$ cat config.mk
export PLATFORM = sky130hd
export DESIGN_NAME = mem_port_arbiter_flat
export DESIGN_NICKNAME = d
export VERILOG_FILES = /design/src/rtl/mem_port_arbiter_if.sv /design/src/rtl/mem_port_arbiter.sv /design/src/flat_wrapper.sv
export SDC_FILE = /design/constraint.sdc
export NUM_CORES = 1
export LEC_CHECK = 0
export ABC_AREA = 1
export CORE_AREA = 4 4 129 131
export DETAILED_ROUTE_END_ITERATION = 12
export DIE_AREA = 0 0 133 135
export PLACE_DENSITY = 0.66
export RECOVER_POWER = 50
export SYNTH_ARGS = -nofsm -noshare
export SYNTH_HDL_FRONTEND = slang
export SYNTH_SLANG_ARGS = --single-unit
$ cat constraint.sdc
create_clock -name clk -period 4.8 [get_ports clk]
set_input_delay 1.44 -clock clk [delete_from_list [all_inputs] [get_ports clk]]
set_output_delay 1.44 -clock clk [all_outputs]
set_load 0.1 [all_outputs]
$ cat src/rtl/mem_port_arbiter_if.sv
// Port bundle between the arbiter, the load queue / store buffer heads and the data-memory port.
// The arbiter connects through modport master; the surrounding pipeline and memory use modport slave.
interface mem_port_arbiter_if #(
  parameter int ADDR_WIDTH = 32,
  parameter int DATA_WIDTH = 32,
  parameter int ROB_WIDTH  = 5,
  parameter int PHY_WIDTH  = 6
) ();
  logic                  flush;
  logic                  ld_req_valid;
  logic                  ld_req_ready;
  logic [ADDR_WIDTH-1:0] ld_req_addr;
  logic [2:0]            ld_req_funct3;
  logic [31:0]           ld_req_age;
  logic [ROB_WIDTH-1:0]  ld_req_rob_id;
  logic [PHY_WIDTH-1:0]  ld_req_rd_phy;
  logic                  st_req_valid;
  logic                  st_req_ready;
  logic [ADDR_WIDTH-1:0] st_req_addr;
  logic [DATA_WIDTH-1:0] st_req_data;
  logic [2:0]            st_req_funct3;
  logic [31:0]           st_req_age;
  logic                  mem_req_valid;
  logic                  mem_req_ready;
  logic                  mem_we;
  logic [ADDR_WIDTH-1:0] mem_addr;
  logic [DATA_WIDTH-1:0] mem_wdata;
  logic [2:0]            mem_funct3;
  logic                  mem_resp_valid;
  logic [DATA_WIDTH-1:0] mem_rdata;
  logic                  ld_resp_valid;
  logic [DATA_WIDTH-1:0] ld_resp_data;
  logic [ROB_WIDTH-1:0]  ld_resp_rob_id;
  logic [PHY_WIDTH-1:0]  ld_resp_rd_phy;
  logic                  st_done;

  modport master (
    input  flush,
    input  ld_req_valid, ld_req_addr, ld_req_funct3, ld_req_age, ld_req_rob_id, ld_req_rd_phy,
    output ld_req_ready,
    input  st_req_valid, st_req_addr, st_req_data, st_req_funct3, st_req_age,
    output st_req_ready,
    output mem_req_valid, mem_we, mem_addr, mem_wdata, mem_funct3,
    input  mem_req_ready, mem_resp_valid, mem_rdata,
    output ld_resp_valid, ld_resp_data, ld_resp_rob_id, ld_resp_rd_phy, st_done
  );

  modport slave (
    output flush,
    output ld_req_valid, ld_req_addr, ld_req_funct3, ld_req_age, ld_req_rob_id, ld_req_rd_phy,
    input  ld_req_ready,
    output st_req_valid, st_req_addr, st_req_data, st_req_funct3, st_req_age,
    input  st_req_ready,
    input  mem_req_valid, mem_we, mem_addr, mem_wdata, mem_funct3,
    output mem_req_ready, mem_resp_valid, mem_rdata,
    input  ld_resp_valid, ld_resp_data, ld_resp_rob_id, ld_resp_rd_phy, st_done
  );
endinterface

$ cat src/rtl/mem_port_arbiter.sv
// Oldest-first arbiter sharing one data-memory port between load issue and store drain, one transaction in flight.
// Optional starvation guard enabled by defining MEM_ARB_STARVE_GUARD_EN.
module mem_port_arbiter #(
  parameter int ADDR_WIDTH   = 32,
  parameter int DATA_WIDTH   = 32,
  parameter int ROB_WIDTH    = 5,
  parameter int PHY_WIDTH    = 6,
  parameter int STARVE_LIMIT = 8
) (
  input logic clk,
  input logic rst,
  mem_port_arbiter_if.master bus
);

  typedef enum logic [1:0] {IDLE, BUSY_LD, BUSY_ST} state_t;

  state_t                state_q, state_d;
  logic [ROB_WIDTH-1:0]  rob_q, rob_d;
  logic [PHY_WIDTH-1:0]  phy_q, phy_d;
  logic                  drop_q, drop_d;
  logic                  ld_resp_valid_q, ld_resp_valid_d;
  logic [DATA_WIDTH-1:0] ld_resp_data_q, ld_resp_data_d;
  logic                  st_done_q, st_done_d;

  logic ld_elig, st_elig, sel_ld, sel_st, ld_wins;
  logic ld_hs, st_hs;

  // Wrap-safe age compare: a is older than b when the signed difference is negative.
  function automatic logic is_older(input logic [31:0] a, input logic [31:0] b);
    logic signed [31:0] diff;
    diff = signed'(a - b);
    return diff < 0;
  endfunction

  assign ld_elig = bus.ld_req_valid && !bus.flush;
  assign st_elig = bus.st_req_valid;

`ifdef MEM_ARB_STARVE_GUARD_EN
  localparam logic [3:0] LIMIT = 4'(STARVE_LIMIT);
  logic [3:0] ld_cnt_q, ld_cnt_d, st_cnt_q, st_cnt_d;
  logic       ld_starved, st_starved;

  assign ld_starved = ld_cnt_q >= LIMIT;
  assign st_starved = st_cnt_q >= LIMIT;
  // A starved store beats a starved load; otherwise fall back to age, ties to the store.
  assign ld_wins    = st_starved ? 1'b0 :
                      ld_starved ? 1'b1 : is_older(bus.ld_req_age, bus.st_req_age);
`else
  assign ld_wins    = is_older(bus.ld_req_age, bus.st_req_age);
`endif

  assign sel_ld = ld_elig && (!st_elig || ld_wins);
  assign sel_st = st_elig && !sel_ld;
  assign ld_hs  = (state_q == IDLE) && !rst && sel_ld && bus.mem_req_ready;
  assign st_hs  = (state_q == IDLE) && !rst && sel_st && bus.mem_req_ready;

`ifdef MEM_ARB_STARVE_GUARD_EN
  always_comb begin
    ld_cnt_d = ld_cnt_q;
    st_cnt_d = st_cnt_q;
    if (ld_hs) begin
      ld_cnt_d = '0;
    end else if ((state_q == IDLE) && ld_elig && !sel_ld && (ld_cnt_q != 4'hF)) begin
      ld_cnt_d = ld_cnt_q + 4'd1;
    end
    if (st_hs) begin
      st_cnt_d = '0;
    end else if ((state_q == IDLE) && st_elig && !sel_st && (st_cnt_q != 4'hF)) begin
      st_cnt_d = st_cnt_q + 4'd1;
    end
  end

  always_ff @(posedge clk) begin
    if (rst) begin
      ld_cnt_q <= '0;
      st_cnt_q <= '0;
    end else begin
      ld_cnt_q <= ld_cnt_d;
      st_cnt_q <= st_cnt_d;
    end
  end
`endif

  always_comb begin
    state_d         = state_q;
    rob_d           = rob_q;
    phy_d           = phy_q;
    drop_d          = drop_q;
    ld_resp_valid_d = 1'b0;
    ld_resp_data_d  = ld_resp_data_q;
    st_done_d       = 1'b0;
    bus.mem_req_valid = 1'b0;
    bus.mem_we        = 1'b0;
    bus.mem_addr      = '0;
    bus.mem_wdata     = '0;
    bus.mem_funct3    = '0;
    bus.ld_req_ready  = 1'b0;
    bus.st_req_ready  = 1'b0;

    unique case (state_q)
      IDLE: begin
        // Port is held quiet while reset is asserted so no request can be accepted and lost.
        if (!rst) begin
          bus.mem_req_valid = ld_elig || st_elig;
          if (sel_st) begin
            bus.mem_we       = 1'b1;
            bus.mem_addr     = bus.st_req_addr;
            bus.mem_wdata    = bus.st_req_data;
            bus.mem_funct3   = bus.st_req_funct3;
            bus.st_req_ready = bus.mem_req_ready;
          end else if (sel_ld) begin
            bus.mem_addr     = bus.ld_req_addr;
            bus.mem_funct3   = bus.ld_req_funct3;
            bus.ld_req_ready = bus.mem_req_ready;
          end
        end
        if (st_hs) begin
          state_d = BUSY_ST;
        end else if (ld_hs) begin
          state_d = BUSY_LD;
          rob_d   = bus.ld_req_rob_id;
          phy_d   = bus.ld_req_rd_phy;
          drop_d  = 1'b0;
        end
      end
      BUSY_LD: begin
        if (bus.flush) drop_d = 1'b1;
        if (bus.mem_resp_valid) begin
          state_d         = IDLE;
          drop_d          = 1'b0;
          ld_resp_valid_d = !(drop_q || bus.flush);
          ld_resp_data_d  = bus.mem_rdata;
        end
      end
      BUSY_ST: begin
        if (bus.mem_resp_valid) begin
          state_d   = IDLE;
          st_done_d = 1'b1;
        end
      end
      default: state_d = IDLE;
    endcase
  end

  always_ff @(posedge clk) begin
    if (rst) begin
      state_q         <= IDLE;
      rob_q           <= '0;
      phy_q           <= '0;
      drop_q          <= 1'b0;
      ld_resp_valid_q <= 1'b0;
      ld_resp_data_q  <= '0;
      st_done_q       <= 1'b0;
    end else begin
      state_q         <= state_d;
      rob_q           <= rob_d;
      phy_q           <= phy_d;
      drop_q          <= drop_d;
      ld_resp_valid_q <= ld_resp_valid_d;
      ld_resp_data_q  <= ld_resp_data_d;
      st_done_q       <= st_done_d;
    end
  end

  assign bus.ld_resp_valid  = ld_resp_valid_q;
  assign bus.ld_resp_data   = ld_resp_data_q;
  assign bus.ld_resp_rob_id = rob_q;
  assign bus.ld_resp_rd_phy = phy_q;
  assign bus.st_done        = st_done_q;

endmodule
$ cat src/flat_wrapper.sv
// flat-port wrapper written by rule: the top's interface ports become plain ports
module mem_port_arbiter_flat 
#(
  parameter int ADDR_WIDTH   = 32,
  parameter int DATA_WIDTH   = 32,
  parameter int ROB_WIDTH    = 5,
  parameter int PHY_WIDTH    = 6,
  parameter int STARVE_LIMIT = 8
)
  (clk, rst, bus_flush, bus_ld_req_valid, bus_ld_req_addr, bus_ld_req_funct3, bus_ld_req_age, bus_ld_req_rob_id, bus_ld_req_rd_phy, bus_ld_req_ready, bus_st_req_valid, bus_st_req_addr, bus_st_req_data, bus_st_req_funct3, bus_st_req_age, bus_st_req_ready, bus_mem_req_valid, bus_mem_we, bus_mem_addr, bus_mem_wdata, bus_mem_funct3, bus_mem_req_ready, bus_mem_resp_valid, bus_mem_rdata, bus_ld_resp_valid, bus_ld_resp_data, bus_ld_resp_rob_id, bus_ld_resp_rd_phy, bus_st_done);
  mem_port_arbiter_if #(.ADDR_WIDTH(ADDR_WIDTH), .DATA_WIDTH(DATA_WIDTH), .ROB_WIDTH(ROB_WIDTH), .PHY_WIDTH(PHY_WIDTH)) bus_i ();
  input logic clk;
  input logic rst;
  input wire logic [$bits(bus_i.flush)-1:0] bus_flush;
  input wire logic [$bits(bus_i.ld_req_valid)-1:0] bus_ld_req_valid;
  input wire logic [$bits(bus_i.ld_req_addr)-1:0] bus_ld_req_addr;
  input wire logic [$bits(bus_i.ld_req_funct3)-1:0] bus_ld_req_funct3;
  input wire logic [$bits(bus_i.ld_req_age)-1:0] bus_ld_req_age;
  input wire logic [$bits(bus_i.ld_req_rob_id)-1:0] bus_ld_req_rob_id;
  input wire logic [$bits(bus_i.ld_req_rd_phy)-1:0] bus_ld_req_rd_phy;
  output wire logic [$bits(bus_i.ld_req_ready)-1:0] bus_ld_req_ready;
  input wire logic [$bits(bus_i.st_req_valid)-1:0] bus_st_req_valid;
  input wire logic [$bits(bus_i.st_req_addr)-1:0] bus_st_req_addr;
  input wire logic [$bits(bus_i.st_req_data)-1:0] bus_st_req_data;
  input wire logic [$bits(bus_i.st_req_funct3)-1:0] bus_st_req_funct3;
  input wire logic [$bits(bus_i.st_req_age)-1:0] bus_st_req_age;
  output wire logic [$bits(bus_i.st_req_ready)-1:0] bus_st_req_ready;
  output wire logic [$bits(bus_i.mem_req_valid)-1:0] bus_mem_req_valid;
  output wire logic [$bits(bus_i.mem_we)-1:0] bus_mem_we;
  output wire logic [$bits(bus_i.mem_addr)-1:0] bus_mem_addr;
  output wire logic [$bits(bus_i.mem_wdata)-1:0] bus_mem_wdata;
  output wire logic [$bits(bus_i.mem_funct3)-1:0] bus_mem_funct3;
  input wire logic [$bits(bus_i.mem_req_ready)-1:0] bus_mem_req_ready;
  input wire logic [$bits(bus_i.mem_resp_valid)-1:0] bus_mem_resp_valid;
  input wire logic [$bits(bus_i.mem_rdata)-1:0] bus_mem_rdata;
  output wire logic [$bits(bus_i.ld_resp_valid)-1:0] bus_ld_resp_valid;
  output wire logic [$bits(bus_i.ld_resp_data)-1:0] bus_ld_resp_data;
  output wire logic [$bits(bus_i.ld_resp_rob_id)-1:0] bus_ld_resp_rob_id;
  output wire logic [$bits(bus_i.ld_resp_rd_phy)-1:0] bus_ld_resp_rd_phy;
  output wire logic [$bits(bus_i.st_done)-1:0] bus_st_done;
  assign bus_i.flush = bus_flush;
  assign bus_i.ld_req_valid = bus_ld_req_valid;
  assign bus_i.ld_req_addr = bus_ld_req_addr;
  assign bus_i.ld_req_funct3 = bus_ld_req_funct3;
  assign bus_i.ld_req_age = bus_ld_req_age;
  assign bus_i.ld_req_rob_id = bus_ld_req_rob_id;
  assign bus_i.ld_req_rd_phy = bus_ld_req_rd_phy;
  assign bus_ld_req_ready = bus_i.ld_req_ready;
  assign bus_i.st_req_valid = bus_st_req_valid;
  assign bus_i.st_req_addr = bus_st_req_addr;
  assign bus_i.st_req_data = bus_st_req_data;
  assign bus_i.st_req_funct3 = bus_st_req_funct3;
  assign bus_i.st_req_age = bus_st_req_age;
  assign bus_st_req_ready = bus_i.st_req_ready;
  assign bus_mem_req_valid = bus_i.mem_req_valid;
  assign bus_mem_we = bus_i.mem_we;
  assign bus_mem_addr = bus_i.mem_addr;
  assign bus_mem_wdata = bus_i.mem_wdata;
  assign bus_mem_funct3 = bus_i.mem_funct3;
  assign bus_i.mem_req_ready = bus_mem_req_ready;
  assign bus_i.mem_resp_valid = bus_mem_resp_valid;
  assign bus_i.mem_rdata = bus_mem_rdata;
  assign bus_ld_resp_valid = bus_i.ld_resp_valid;
  assign bus_ld_resp_data = bus_i.ld_resp_data;
  assign bus_ld_resp_rob_id = bus_i.ld_resp_rob_id;
  assign bus_ld_resp_rd_phy = bus_i.ld_resp_rd_phy;
  assign bus_st_done = bus_i.st_done;
  mem_port_arbiter #(.ADDR_WIDTH(ADDR_WIDTH), .DATA_WIDTH(DATA_WIDTH), .ROB_WIDTH(ROB_WIDTH), .PHY_WIDTH(PHY_WIDTH), .STARVE_LIMIT(STARVE_LIMIT)) u_core (.clk(clk), .rst(rst), .bus(bus_i));
endmodule
==> impl_metrics.csv <==
group,metric,value,unit
route,ant_nets,0,
clock_tree,cts.sinks,48,
final_layout,layout-drive-gt1-share,0.4307,
final_layout,design_area,9444,um2
power,power.density,190.6,nW/um2
timing,skew,0.002663,ns
route,drt_iter0_markers,121,
place,port_buffers,331,
global_routing,grt_max_degree,36,
run_status,violations,"negative setup slack",
route,dr.pass1.iters,4,
floorplan,io_pins,332,
clock_tree,cts.reportedPaths.clkPinSlew,0.06,ns
timing,fmax,203.3,MHz
final_layout,fin_util,0.6055,
clock_tree,htree_levels,2,
global_routing,antenna_found_initial,3,
logic_synthesis,yosysTopAreaCellShare,0.2753,
timing,max_slew_margin,0.1899,
final_layout,fill_cells,1332,
worst_setup_path,crit_path_start,"bus_st_req_age[30]",
worst_setup_path,cp_max_fo,8,
global_routing,grt.total_usage,0.1740,
worst_setup_path,setup.worst_path.end_class,"primary output",
logic_synthesis,synth-seq-area-share,0.2753,
run_status,status,"finished, violations left",
floorplan,die_w,133,um
clock_tree,clk_latency,0.29,ns
logic_synthesis,ys_ff_latch,48,
logic_synthesis,synth_top_cell_by_area,"dfxtp_1",
timing,tns,-5.932,ns
timing,hold_ws,0.4250,ns
route,avgViaCountPerCell,4.229,
logic_synthesis,yosysWarnings,0,
worst_setup_path,worstPathRequired,3.36,ns
logic_synthesis,async_flop_share,0,
logic_synthesis,syn_inst,569,
place,dp_slack,-0.5249,ns
place,hpwl,13380,um
logic_synthesis,synth_mux_area_frac,0,
worst_setup_path,rr_startpoint,"u_core.state_q[1]",
route,wl_per_cell,15.25,um
global_routing,grt_pass1_wl,25300,um
logic_synthesis,syn_nets,818,
power,p_leak,4.149,nW
logic_synthesis,synthAdderAreaFrac,0.1183,
timing,maxSlewViolCount,0,
logic_synthesis,synth_edf_count,0,
logic_synthesis,postSynthAreaPerCell,6.135,um2
logic_synthesis,synth_top_family_by_area,"simple AND/OR/NAND/NOR gates",
global_routing,grt_overflow,0,
route,drt_wl_total,17430,um
worst_setup_path,worst-r2r-setup-slack,2.73,ns
job,cap_violations,0,
timing,setup_viol,67,
clock_tree,cts-buffers-inserted,5,
timing,worst_pin_slew,1.215,ns
timing,min_period,4.919,ns
worst_setup_path,startpoint_type,"primary input",
global_routing,grt_pass1_vias,4670,
worst_setup_path,criticalPathCategory,"in2out",
logic_synthesis,ys_types,28,
floorplan,die_h,135,um
timing,rsz0062_at_grt,"true",
logic_synthesis,ys.flop_type,"dfxtp_1",
place,gp_congestion,0.8685,
clock_tree,clock_path_buffers,2,
power,ir_drop,0.0003717,V
logic_synthesis,synthSimpleGateAreaFrac,0.3738,
route,via_count,4834,
clock_tree,cts_tree,"yes",
floorplan,initial_utilization,0.2238,
floorplan,core.rowCount,46,
timing,setup_ws,-0.1190,ns
logic_synthesis,synth-compound-area-share,0.09283,
floorplan,dieArea,17960,um2
worst_hold_path,hp-start,"u_core.drop_q",
logic_synthesis,yosys-top-cells-count,"nand2_1, nor2_1, inv_1",
logic_synthesis,ys_top_cells_by_area,"dfxtp_1, nand2_1, ha_1",
logic_synthesis,synth-xor-area-share,0.002509,
worst_setup_path,arrival,3.48,ns
worst_hold_path,hold_class,"reg2reg",
final_layout,areaGrowthSynthToFinish,170.5,%
final_layout,nets,1172,
logic_synthesis,syn_area,3491,um2
place,place_area,8285,um2
timing,post-route-period-util,1.025,
route,drcViolationCount,0,
timing,finalHoldViolCount,0,
clock_tree,root_buffer,"clkbuf_16",
floorplan,core_region_area,15600,um2
logic_synthesis,post-synth-top-count-cell,"nand2_1",
-- area by class of cell --
type	instances	area [um2]	share of cell area
timing repair buffer	372	4424	0.4685
multi-input combinational	404	3226	0.3415
sequential	48	960.9	0.1017
inverter	92	387.9	0.04107
tap	216	270.3	0.02862
clock buffer	5	125.1	0.01325
clock inverter	3	42.54	0.004505
antenna	3	7.507	0.0007949
-- worst max-delay path, cell delays in order --
cell and delay [ns]:
buf_6 0.07, inv_2 0.03, ha_4 0.26, nand2_4 0.05
nor2_4 0.11, nor3b_4 0.20, and2b_1 0.16, nand2_2 0.06
nand2_2 0.07, nand2_2 0.06, nand3_4 0.09, nand2_4 0.06
buf_4 0.17, clkinv_8 0.08, buf_4 0.12, nand3_1 0.12
nand2_4 0.13, buf_12 0.17
-- cell families after synthesis --
group	count (synthesis)
buffers and inverters	117
xor gates and xnor gates	1
adders and majority gates	33
and+or+nand+nor	313
AOI/OAI and AO/OA	57
DFF	48
-- power by group --
part | leakage, nW | switching (mW) | total, mW | internal (mW)
Sequential | 0.387 | 0.00381 | 0.410 | 0.406
Clock | 0.0798 | 0.150 | 0.395 | 0.245
Combinational | 3.68 | 0.560 | 0.996 | 0.436
-- layout by cell type, fill, tap and decap left out, drive strengths merged, types with 2 or more instances in the layout --
cell type,instances
a21o,2
nand3,40
dfxtp,48
nand4,2
dlygate4sd2,2
a21oi,23
nand2,156
nor2,111
o21ai,32
inv,89
clkinv,4
ha,33
diode,3
buf,161
clkdlybuf4s50,197
clkbuf,13
clkdlybuf4s15,3
-- sequential cells by signal, summed over array words and instances (netlist names) --
name	count
u_core.bus.ld_resp_data	32
u_core.bus.ld_resp_rd_phy	6
u_core.bus.ld_resp_rob_id	5
u_core.bus.ld_resp_valid	1
u_core.bus.st_done	1
u_core.drop_q	1
u_core.state_q	2
-- routing by layer --
metal | wire (um) | part of all wire | global-route usage
met1 | 6337 | 0.36 | 0.1988
met2 | 9418 | 0.54 | 0.3211
met4 | 269 | 0.015 | 0.03926
met3 | 1407 | 0.081 | 0.04955
met5 | 0 | 0 | 0
-- path summary, 6_finish.rpt --
check                                     end  cells after the start
setup / recovery              bus_mem_addr[9]                     18
hold / removal       u_core.bus.ld_resp_valid                      1
setup reg to reg  u_core.bus.ld_resp_data[24]                      6
hold reg to reg      u_core.bus.ld_resp_valid                      1
-- per-stage QoR --
step | total power, mW | instances
finish | 1.800 | 1143
global route | 1.875 | 1143
CTS | 1.740 | 1130
detailed placement | 1.292 | 1113
global placement | 1.288 | 1113
floorplan | 0.8868 | 569
-- repair_timing --
action	in CTS	in global routing
buffers inserted	7	6
setup endpoints to repair	70	70
pin swaps	54	51
hold buffers	0	0
cloned	2	4
gates resized for setup	293	115
Note: power is estimated with default switching activity, not from simulation.
